==> src/rtl/ps2_interface.sv <==
// PS/2 keyboard receiver running directly off the keyboard's PS2Clk line.
// Deserialises 11-bit frames, checks framing and odd parity, and tracks the held make code.
module ps2_interface #(
  parameter logic [7:0] BREAK_CODE = 8'hF0,
  parameter logic [7:0] EXT_CODE   = 8'hE0
) (
  input  logic       PS2Clk,
  input  logic       rstn,
  input  logic       PS2Data,
  output logic [7:0] scancode,
  output logic       keyPressed
);

  localparam logic [1:0] S_IDLE   = 2'd0;
  localparam logic [1:0] S_DATA   = 2'd1;
  localparam logic [1:0] S_PARITY = 2'd2;
  localparam logic [1:0] S_STOP   = 2'd3;

  logic [1:0] r_state;
  logic [2:0] r_count;
  logic [7:0] r_shift;
  logic       r_parity;
  logic       r_break;
  logic [7:0] r_scancode;
  logic       r_key;

  logic       w_parity_ok;
  logic       w_frame_ok;

  // Odd parity over the data byte plus the parity bit; the stop bit must be 1.
  assign w_parity_ok = ^{r_shift, r_parity};
  assign w_frame_ok  = PS2Data & w_parity_ok;

  always_ff @(negedge PS2Clk) begin
    if (rstn) begin
      r_state    <= S_IDLE;
      r_count    <= 3'd0;
      r_shift    <= 8'h00;
      r_parity   <= 1'b0;
      r_break    <= 1'b0;
      r_scancode <= 8'h00;
      r_key      <= 1'b0;
    end else begin
      case (r_state)
        S_IDLE: begin
          if (!PS2Data) begin
            r_state <= S_DATA;
            r_count <= 3'd0;
          end
        end
        S_DATA: begin
          r_shift[r_count] <= PS2Data;
          r_count          <= r_count + 3'd1;
          if (r_count == 3'd7) begin
            r_state <= S_PARITY;
          end
        end
        S_PARITY: begin
          r_parity <= PS2Data;
          r_state  <= S_STOP;
        end
        S_STOP: begin
          // Decode happens on the stop edge itself so the outputs move with no extra latency.
          r_state <= S_IDLE;
          if (w_frame_ok && (r_shift != EXT_CODE)) begin
            if (r_shift == BREAK_CODE) begin
              r_break <= 1'b1;
            end else if (r_break) begin
              r_break <= 1'b0;
              if (r_shift == r_scancode) begin
                r_key <= 1'b0;
              end
            end else begin
              r_scancode <= r_shift;
              r_key      <= 1'b1;
            end
          end
        end
        default: begin
          r_state <= S_IDLE;
        end
      endcase
    end
  end

  assign scancode   = r_scancode;
  assign keyPressed = r_key;

endmodule

==> config.mk <==
export PLATFORM = sky130hd
export DESIGN_NAME = ps2_interface
export DESIGN_NICKNAME = d
export VERILOG_FILES = /design/src/rtl/ps2_interface.sv
export SDC_FILE = /design/constraint.sdc
export NUM_CORES = 1
export LEC_CHECK = 0
export BUFFER_PORTS_ARGS = -buffer_cell sky130_fd_sc_hd__buf_4
export CAP_MARGIN = 40
export CORE_UTILIZATION = 58
export CTS_CLUSTER_SIZE = 20
export DETAILED_ROUTE_END_ITERATION = 7
export PLACE_DENSITY = 0.78
export SLEW_MARGIN = 25
export SYNTH_ARGS = -nofsm -noshare
export SYNTH_HDL_FRONTEND = slang
export SYNTH_SLANG_ARGS = --single-unit
==> constraint.sdc <==
create_clock -name PS2Clk -period 2.1 [get_ports PS2Clk]
set_input_delay 0.21 -clock PS2Clk [delete_from_list [all_inputs] [get_ports PS2Clk]]
set_output_delay 0.21 -clock PS2Clk [all_outputs]
set_load 0.02 [all_outputs]
==> impl_metrics.toml, run 1 <==
[clock_network]
clock_latency_ns = 0.41
cts_buffers = 3
clockRootBuffer = "clkbuf_4"
htreeDepth = 1
cts_tree = "built"
clk_pin_slew_ns = 0.05
clockBufferDepth = 2
numClockSinks = 24

[sta]
rsz0062_at_grt = "yes"
worstMarginPinSlew_ns = 0.522
hold_viol = 0
max_slew_margin_pct = 64.9
drv_slew = 0
worst_slack_ns = -0.0246
setup_viol = 5
fin_skew_ns = 0.0347

[detailed_routing]
dr.first_iter.drc_count = 25
num_vias = 1228
via_per_inst = 5.46
dr.pass1.iters = 4
routedWlPerCell_um = 14.6
wirelength_um = 3290
remaining_drc_errors = 0
ant_nets = 0

[floorplanning]
placementRows = 17
boundaryPins = 12
die_y_um = 51.9
initial_utilization_pct = 63.4
coreArea_um2 = 2280
die_w_um = 51.9
die_area_um2 = 2690

[cells_and_area]
final_core_util_pct = 82.4
syn_to_final_growth_pct = 29.8
num_antenna_cells = 0
drive_above_1_share_pct = 26.4
nets = 207

[global_routing]
grt_pass1_wl_um = 5150
antenna_found_initial = 0
track_usage_pct = 26.4
grt_max_degree = 33
grt-ovfl-total = 0
grt_pass1_vias = 1206

[logic_synthesis]
yosys_register_bits = 24
synthFlopType = "dfxtp_1"
synthCells = 156
synth-edff-count = 0
syn-cell-area_um2 = 1440
synth_area_per_cell_um2 = 9.26
synth.distinct_cells = 37
synth_warnings = 0
async_reset_ff_share_pct = 0
syn_nets = 165
yosysSeqAreaShare_pct = 33.3

[critical_path]
reg2reg_slack_ns = 0.22
crit_chain = "buf_6"
r2r_cells = 5
path_max_fanout = 2
crit_end = "scancode[5]"
r2r-start = "r_shift[4]$_SDFFE_NP0P_"
crit_type = "reg2out"
r2r_end = "keyPressed$_SDFFE_NP0P_"
crit_arrival_ns = 1.91
start_kind = "flip-flop"
crit_buf_inv = 1
path_depth = 1
worst_path_largest_cell_delay_ns = 0.34
slowest_stage = "dfxtp_2"
endpoint_kind = "output port"
crit_path_start = "scancode[5]$_SDFFE_NP0P_"
cp.required_ns = 1.89
critPathTopFamily = "flip-flops"

[power_and_ir_drop]
p_per_area_nw_per_um2 = 718
max-vdd-ir-drop_mv = 0.765
p_leak_nw = 0.880
p_total_mw = 1.35

[run_status]
violations = "negative setup slack"
status = "finished, violations left"

[run]
max-cap-violations = 0

[place]
hpwl_um = 1910
port_buffers = 11
pre_cts_slack_ns = -0.325
gp_congestion = 0.765

[hold_path]
min_path_type = "reg2reg"
-- registers in the layout (all words and copies together), names as in the netlist --
signal,flops
keyPressed,1
r_break,1
r_count,3
r_parity,1
r_shift,8
r_state,2
scancode,8
-- Yosys cell counts, types with 2 or more instances --
| cell type | number | share of area, % |
|---|---|---|
| xor2_1 | 10 | 6.1 |
| nor2_1 | 16 | 4.2 |
| inv_1 | 5 | 1.3 |
| or2b_1 | 3 | 1.6 |
| nand2b_1 | 15 | 6.5 |
| clkbuf_1 | 9 | 2.3 |
| nor4_1 | 2 | 0.87 |
| dfxtp_1 | 24 | 33 |
| nand3_1 | 3 | 1.0 |
| nor3_1 | 3 | 1.0 |
| a21oi_1 | 3 | 1.0 |
| o2111ai_1 | 2 | 1.2 |
| nand2_1 | 9 | 2.3 |
| ha_1 | 6 | 5.2 |
| nor3b_1 | 5 | 2.6 |
| mux2i_1 | 18 | 12 |
| o21ai_0 | 3 | 1.0 |
-- power by group --
group | total [mW] | switching, mW | internal [mW] | leakage [nW]
sequential | 0.543 | 0.0479 | 0.495 | 0.199
combinational | 0.396 | 0.223 | 0.173 | 0.539
clock | 0.406 | 0.277 | 0.129 | 0.142
total | 1.35 | 0.549 | 0.797 | 0.880
-- layout by cell type, fill, tap and decap left out, types with 2 or more instances in the layout --
| cell type | instances |
|---|---|
| inv_1 | 28 |
| mux2i_1 | 18 |
| nor2_1 | 16 |
| nand2b_1 | 15 |
| dfxtp_1 | 15 |
| buf_4 | 13 |
| xor2_1 | 10 |
| dfxtp_2 | 9 |
| buf_6 | 9 |
| nand2_1 | 8 |
| ha_1 | 6 |
| nor3b_1 | 4 |
| o21ai_0 | 3 |
| or2b_1 | 3 |
| clkbuf_4 | 3 |
| a21oi_1 | 2 |
| nand3_1 | 2 |
| nor3_1 | 2 |
| nor4_1 | 2 |
| o2111ai_1 | 2 |
-- worst reg2reg max path, cell delays in order, from the launching register on --
cell and delay [ns]:
dfxtp_1 0.58, xor2_1 0.14, nor4_1 0.52, o2111ai_1 0.18, and3_1 0.22, o21ba_1 0.16
-- worst min-delay path by stage --
stage	slack [ns]	cells past startpoint	start	endpoint
2_1_floorplan	0.45	2	r_break$_SDFFE_NP0P_	r_break$_SDFFE_NP0P_
3_3_place_gp	0.46	2	r_break$_SDFFE_NP0P_	r_break$_SDFFE_NP0P_
3_5_place_dp	0.50	2	scancode[1]$_SDFFE_NP0P_	scancode[1]$_SDFFE_NP0P_
4_1_cts	0.51	2	r_break$_SDFFE_NP0P_	r_break$_SDFFE_NP0P_
5_1_grt	0.53	2	r_break$_SDFFE_NP0P_	r_break$_SDFFE_NP0P_
6_report	0.51	2	r_state[1]$_SDFFE_NP0P_	r_state[1]$_SDFFE_NP0P_
-- area by class of cell --
cell class	count	area [µm²]
Multi-Input combinational cell	116	956
Sequential cell	24	492
Fill cell	131	402
Timing Repair Buffer	25	259
Clock inverter	25	95.1
Tap cell	28	35.0
Clock buffer	3	22.5
Inverter	4	15.0
-- routing by layer --
layer  routed length [µm]  track usage, %  vias to the layer above
met5                    0               0                        -
met4                   19            14.4                        0
met3                  140            8.48                        2
met2                 1680            42.9                       20
met1                 1450            30.2                      594
li1                     -               -                      612
-- cell families (layout without fill, tap and decap cells) --
logic type,Yosys count,in the layout,share of synthesized area (%)
buffers and inverters,16,57,4.68
flip-flops,24,24,33.3
AO/OA/AOI/OAI,17,17,9.45
multiplexers,18,18,12.5
XOR/XNOR,14,14,12.1
AND/OR/NAND/NOR,61,61,22.8
adder cells (fa/ha/maj),6,6,5.20
-- through the flow --
step           instance area, µm²  std cells  hold WS, ns  setup TNS [ns]
2_1_floorplan                1500        156        0.451           -1.57
3_3_place_gp                 1600        189        0.465           -2.45
3_5_place_dp                 1600        189        0.497           -3.17
4_1_cts                      1820        224        0.510         -0.0603
5_1_grt                      1870        225        0.534          -0.349
6_report                     1870        225        0.511         -0.0670
-- repair_timing --
action	4_1_cts	5_1_grt
setup buffers	8	0
cloned	0	1
hold buffers	0	0
resized for setup	18	5
pin swaps	0	3
endpoints found under the setup margin	9	10
Power figures use the tool's default switching activity.
==> inputs of run 2 (changes only) <==
- clock period: 2.1 -> 2 ns (I/O delays scaled with it)
==> run 2 against run 1 <==
Against the previous run: the run still ends with negative setup slack left; sequential share of layout area down 0.62 points; final area up 2.4%; flip-flop and latch count unchanged; clock skew up 0.0047 ns; worst hold slack worse by 0.0015 ns; combinational power up 8.3%; worst setup slack worse by 0.052 ns; global-route usage up 3.3 points; wire length up 8.0%; critical path type unchanged.
==> impl_metrics.toml, run 2 (synthesized netlist as in run 1, its figures left out) <==
[run_status]
status = "finished, violations left"
violations = "negative setup slack"

[power_and_ir_drop]
pwr-share-clk_pct = 29.6
p_total_mw = 1.42
max-vdd-ir-drop_mv = 0.759
p_leak_nw = 0.891
p_sw_mw = 0.585
p_int_mw = 0.836
p_per_area_nw_per_um2 = 741
p_seq_share_pct = 40.2
p_sw_share_pct = 41.2
power_frac_comb_pct = 30.2

[floorplanning]
die_y_um = 51.9
boundaryPins = 12
placementRows = 17
coreArea_um2 = 2280
die_area_um2 = 2690
initial_utilization_pct = 63.4
die_w_um = 51.9

[cells_and_area]
syn_to_final_growth_pct = 32.9
final_cell_mix = "28 x inv_1, 18 x mux2i_1, 17 x buf_4, 16 x nor2_1"
num_antenna_cells = 0
final_common_cell = "inv_1"
drive_above_1_share_pct = 27.5
stdcell_count = 228
nets = 211

[global_routing]
grt_pass1_vias = 1294
grt-ovfl-total = 0
grt_max_degree = 33
track_usage_pct = 29.6
grt_pass1_wl_um = 5740
antenna_found_initial = 0

[critical_path]
crit_type = "reg2out"
crit_buf_inv = 1
worst_path_largest_cell_delay_ns = 0.34
critPathTopFamily = "flip-flops"
slowest_stage = "dfxtp_2"
crit_arrival_ns = 1.88
reg2reg_slack_ns = 0.04
endpoint_kind = "output port"
start_kind = "flip-flop"
crit_chain = "buf_6"
cp.required_ns = 1.80
path_max_fanout = 2

[detailed_routing]
routedWlPerCell_um = 15.6
dr.first_iter.drc_count = 25
via_per_inst = 5.61
ant_nets = 0
wirelength_um = 3560
dr.pass1.iters = 4
num_vias = 1278
remaining_drc_errors = 0

[sta]
worst_slack_ns = -0.0770
rsz0062_at_grt = "yes"
drv_slew = 0
hold_viol = 0
max_slew_margin_pct = 64.6
fin_skew_ns = 0.0394
worstMarginPinSlew_ns = 0.526
tns_ns = -0.363
hold_slack_ns = 0.509
setup_viol = 9

[clock_network]
numClockSinks = 24
clock_latency_ns = 0.42
clockBufferDepth = 2
cts_tree = "built"
clockRootBuffer = "clkbuf_4"
postCtsHoldBufs = 0
htreeDepth = 1
cts_buffers = 3
clk_pin_slew_ns = 0.07

[hold_path]
min_path_type = "reg2reg"

[place]
hpwl_um = 2010
dp_cells = 190
port_buffers = 11
gp_congestion = 0.770
pre_cts_slack_ns = -0.349

[run]
max-cap-violations = 0
## run 2: worst paths after layout
path                                                from                       end  cells past startpoint
worst max register to register   r_shift[6]$_SDFFE_NP0P_  scancode[5]$_SDFFE_NP0P_                      6
worst min register to register   r_state[1]$_SDFFE_NP0P_   r_state[1]$_SDFFE_NP0P_                      2
worst max-delay path            scancode[7]$_SDFFE_NP0P_               scancode[7]                      1
worst min-delay path             r_state[1]$_SDFFE_NP0P_   r_state[1]$_SDFFE_NP0P_                      2
## run 2: per-stage QoR
step / cell area, µm² / util (%)
2_1_floorplan: 1500 / -
3_3_place_gp: 1610 / 70.6
3_5_place_dp: 1610 / 70.6
4_1_cts: 1820 / 80.0
5_1_grt: 1920 / 84.3
6_report: 1920 / 84.3
## run 2: final cells by class
class                      count  area (µm²)
timing repair buffer          29         294
clock inverter                24        90.1
multi-input combinational    116         971
inverter                       4        15.0
sequential                    24         492
fill                         126         357
tap                           28        35.0
clock buffer                   3        22.5
## run 2: layer usage
metal / share of wire [%] / wire [µm] / up-vias / track usage (%)
li1: - / - / 624 / -
met1: 44 / 1570 / 614 / 34.5
met2: 50 / 1790 / 34 / 49.1
met3: 4.0 / 142 / 6 / 8.48
met4: 1.6 / 57 / 0 / 14.9
met5: 0 / 0 / - / 0
## run 2: repair_timing
action	in CTS	in global routing
resized for setup	18	8
gates cloned	0	1
pin swaps	0	6
endpoints found under the hold margin	0	0
endpoints found under the setup margin	9	12
setup buffers	8	3
## run 2: power groups by stage
stage	logic, mW	clock network [mW]	registers, mW
3_5_place_dp	0.401	0.0765	0.578
3_3_place_gp	0.381	0.0765	0.574
6_report	0.429	0.421	0.571
2_1_floorplan	0.344	0.0765	0.562
4_1_cts	0.404	0.418	0.569
5_1_grt	0.481	0.487	0.576
==> inputs of run 3 (changes only) <==
- BUFFER_PORTS_ARGS: -buffer_cell sky130_fd_sc_hd__buf_4 -> unset
- CORE_UTILIZATION: 58 -> 59
- DONT_BUFFER_PORTS: unset -> 1
- PLACE_DENSITY: 0.78 -> 0.75
==> run 3 against run 2 <==
Against the previous run: the run now ends clean; clock-buffer cell count unchanged; clock power up 4%; global-route usage down 3.1 points; core utilization down 9.7 points; sequential share of layout area up 5.0 points; register-to-register slack better by 0.17 ns; largest power group unchanged.
==> impl_metrics.toml, run 3 (synthesized netlist as in run 1, its figures left out) <==
[place]
gp_congestion = 0.786
port_buffers = 0
dpl-instance-area_um2 = 1530
hpwl_um = 2010
pre_cts_slack_ns = -0.245

[detailed_routing]
ant_nets = 0
dr.pass1.iters = 4
wl_met1_um = 1420
wirelength_um = 3020
top_layer = "met4"
num_vias = 1157
dr.first_iter.drc_count = 28
via_per_inst = 5.59
met2_length_um = 1480
routedWlPerCell_um = 14.6
met3WireLength_um = 101
remaining_drc_errors = 0

[clock_network]
clk_pin_slew_ns = 0.05
clock_latency_ns = 0.41
htreeDepth = 1
cts_buffers = 3
numClockSinks = 24
cts_tree = "built"
clockBufferDepth = 2
clockRootBuffer = "clkbuf_4"

[cells_and_area]
final_cell_mix = "28 x inv_1, 18 x mux2i_1, 16 x nor2_1, 15 x nand2b_1, 15 x dfxtp_1"
final_common_cell = "inv_1"
syn_to_final_growth_pct = 16.5
drive_above_1_share_pct = 19.0
num_antenna_cells = 0
nFillCells = 180
stdcell_area_um2 = 1680
nets = 189
final_core_util_pct = 74.6

[global_routing]
grt_max_degree = 33
grt_pass1_vias = 1231
grt-ovfl-total = 0
track_usage_pct = 26.6
antenna_found_initial = 0
grt_pass1_wl_um = 5240

[floorplanning]
die_y_um = 51.5
initial_utilization_pct = 64.0
boundaryPins = 12
coreArea_um2 = 2250
die_area_um2 = 2650
die_w_um = 51.5
placementRows = 17

[critical_path]
start_kind = "flip-flop"
crit_type = "reg2out"
cp.required_ns = 1.80
endpoint_kind = "output port"
crit_arrival_ns = 1.79
path_max_fanout = 3

[run]
max-cap-violations = 0

[hold_path]
min_path_type = "reg2reg"

[power_and_ir_drop]
max-vdd-ir-drop_mv = 0.842
p_total_mw = 1.40
p_per_area_nw_per_um2 = 832
p_leak_nw = 0.774

[run_status]
status = "completed"

[sta]
setup_viol = 0
worstMarginPinSlew_ns = 0.460
hold_viol = 0
worst_slack_ns = 0.00951
fin_skew_ns = 0.0331
max_slew_margin_pct = 69.0
rsz0062_at_grt = "yes"
drv_slew = 0
[run 3: cell types whose count changed in the layout (fill, tap and decap cells not counted), moves of 9 or more]
cell / change
buf_4: -11
buf_6: -9
dfxtp_4: +9
dfxtp_2: -9
[run 3: what timing repair did]
item / CTS / global route
setup buffers: 0 / 0
endpoints found under the hold margin: 0 / 0
gates resized for setup: 17 / 1
hold buffers: 0 / 0
endpoints found under the setup margin: 9 / 9
[run 3: area by class of cell]
type | instances | area (µm²) | area share [%]
clock buffer | 3 | 22.5 | 1.34
clock inverter | 25 | 96.3 | 5.73
inverter | 4 | 15.0 | 0.893
multi-input combinational | 116 | 933 | 55.5
sequential | 24 | 514 | 30.6
tap | 28 | 35.0 | 2.08
timing repair buffer | 7 | 65.1 | 3.87
[run 3: power breakdown]
part / internal, mW / switching (mW) / total [mW]
Combinational: 0.181 / 0.226 / 0.408
Sequential: 0.507 / 0.0462 / 0.554
Clock: 0.140 / 0.297 / 0.437
[run 3: routing by layer]
layer | vias up | GRT usage, %
li1 | 579 | -
met2 | 18 | 41.6
met5 | - | 0
met1 | 556 | 31.6
met4 | 0 | 14.0
met3 | 4 | 9.52
[run 3: tightest hold or removal path, delay by kind of cell (launching register included)]
family | cells | cell delay (ns)
AOI/OAI and AO/OA | 1 | 0.07
buffers and inverters | 1 | 0.05
DFF | 1 | 0.31
[run 3: path summary, 6_finish.rpt]
check | from | endpoint | slack (ns) | depth (start not counted)
max reg2reg | r_shift[7]$_SDFFE_NP0P_ | keyPressed$_SDFFE_NP0P_ | 0.21 | 6
min reg2reg | r_break$_SDFFE_NP0P_ | r_break$_SDFFE_NP0P_ | 0.48 | 2
max | scancode[7]$_SDFFE_NP0P_ | scancode[7] | 0.01 | 0
min | r_break$_SDFFE_NP0P_ | r_break$_SDFFE_NP0P_ | 0.48 | 2
[run 3: metrics by stage]
step | hold WS, ns | instances | setup TNS [ns]
2_1_floorplan | 0.449 | 156 | -1.93
3_3_place_gp | 0.464 | 180 | -1.42
3_5_place_dp | 0.477 | 180 | -1.97
4_1_cts | 0.483 | 207 | -0.00815
5_1_grt | 0.491 | 207 | -0.160
6_report | 0.478 | 207 | 0
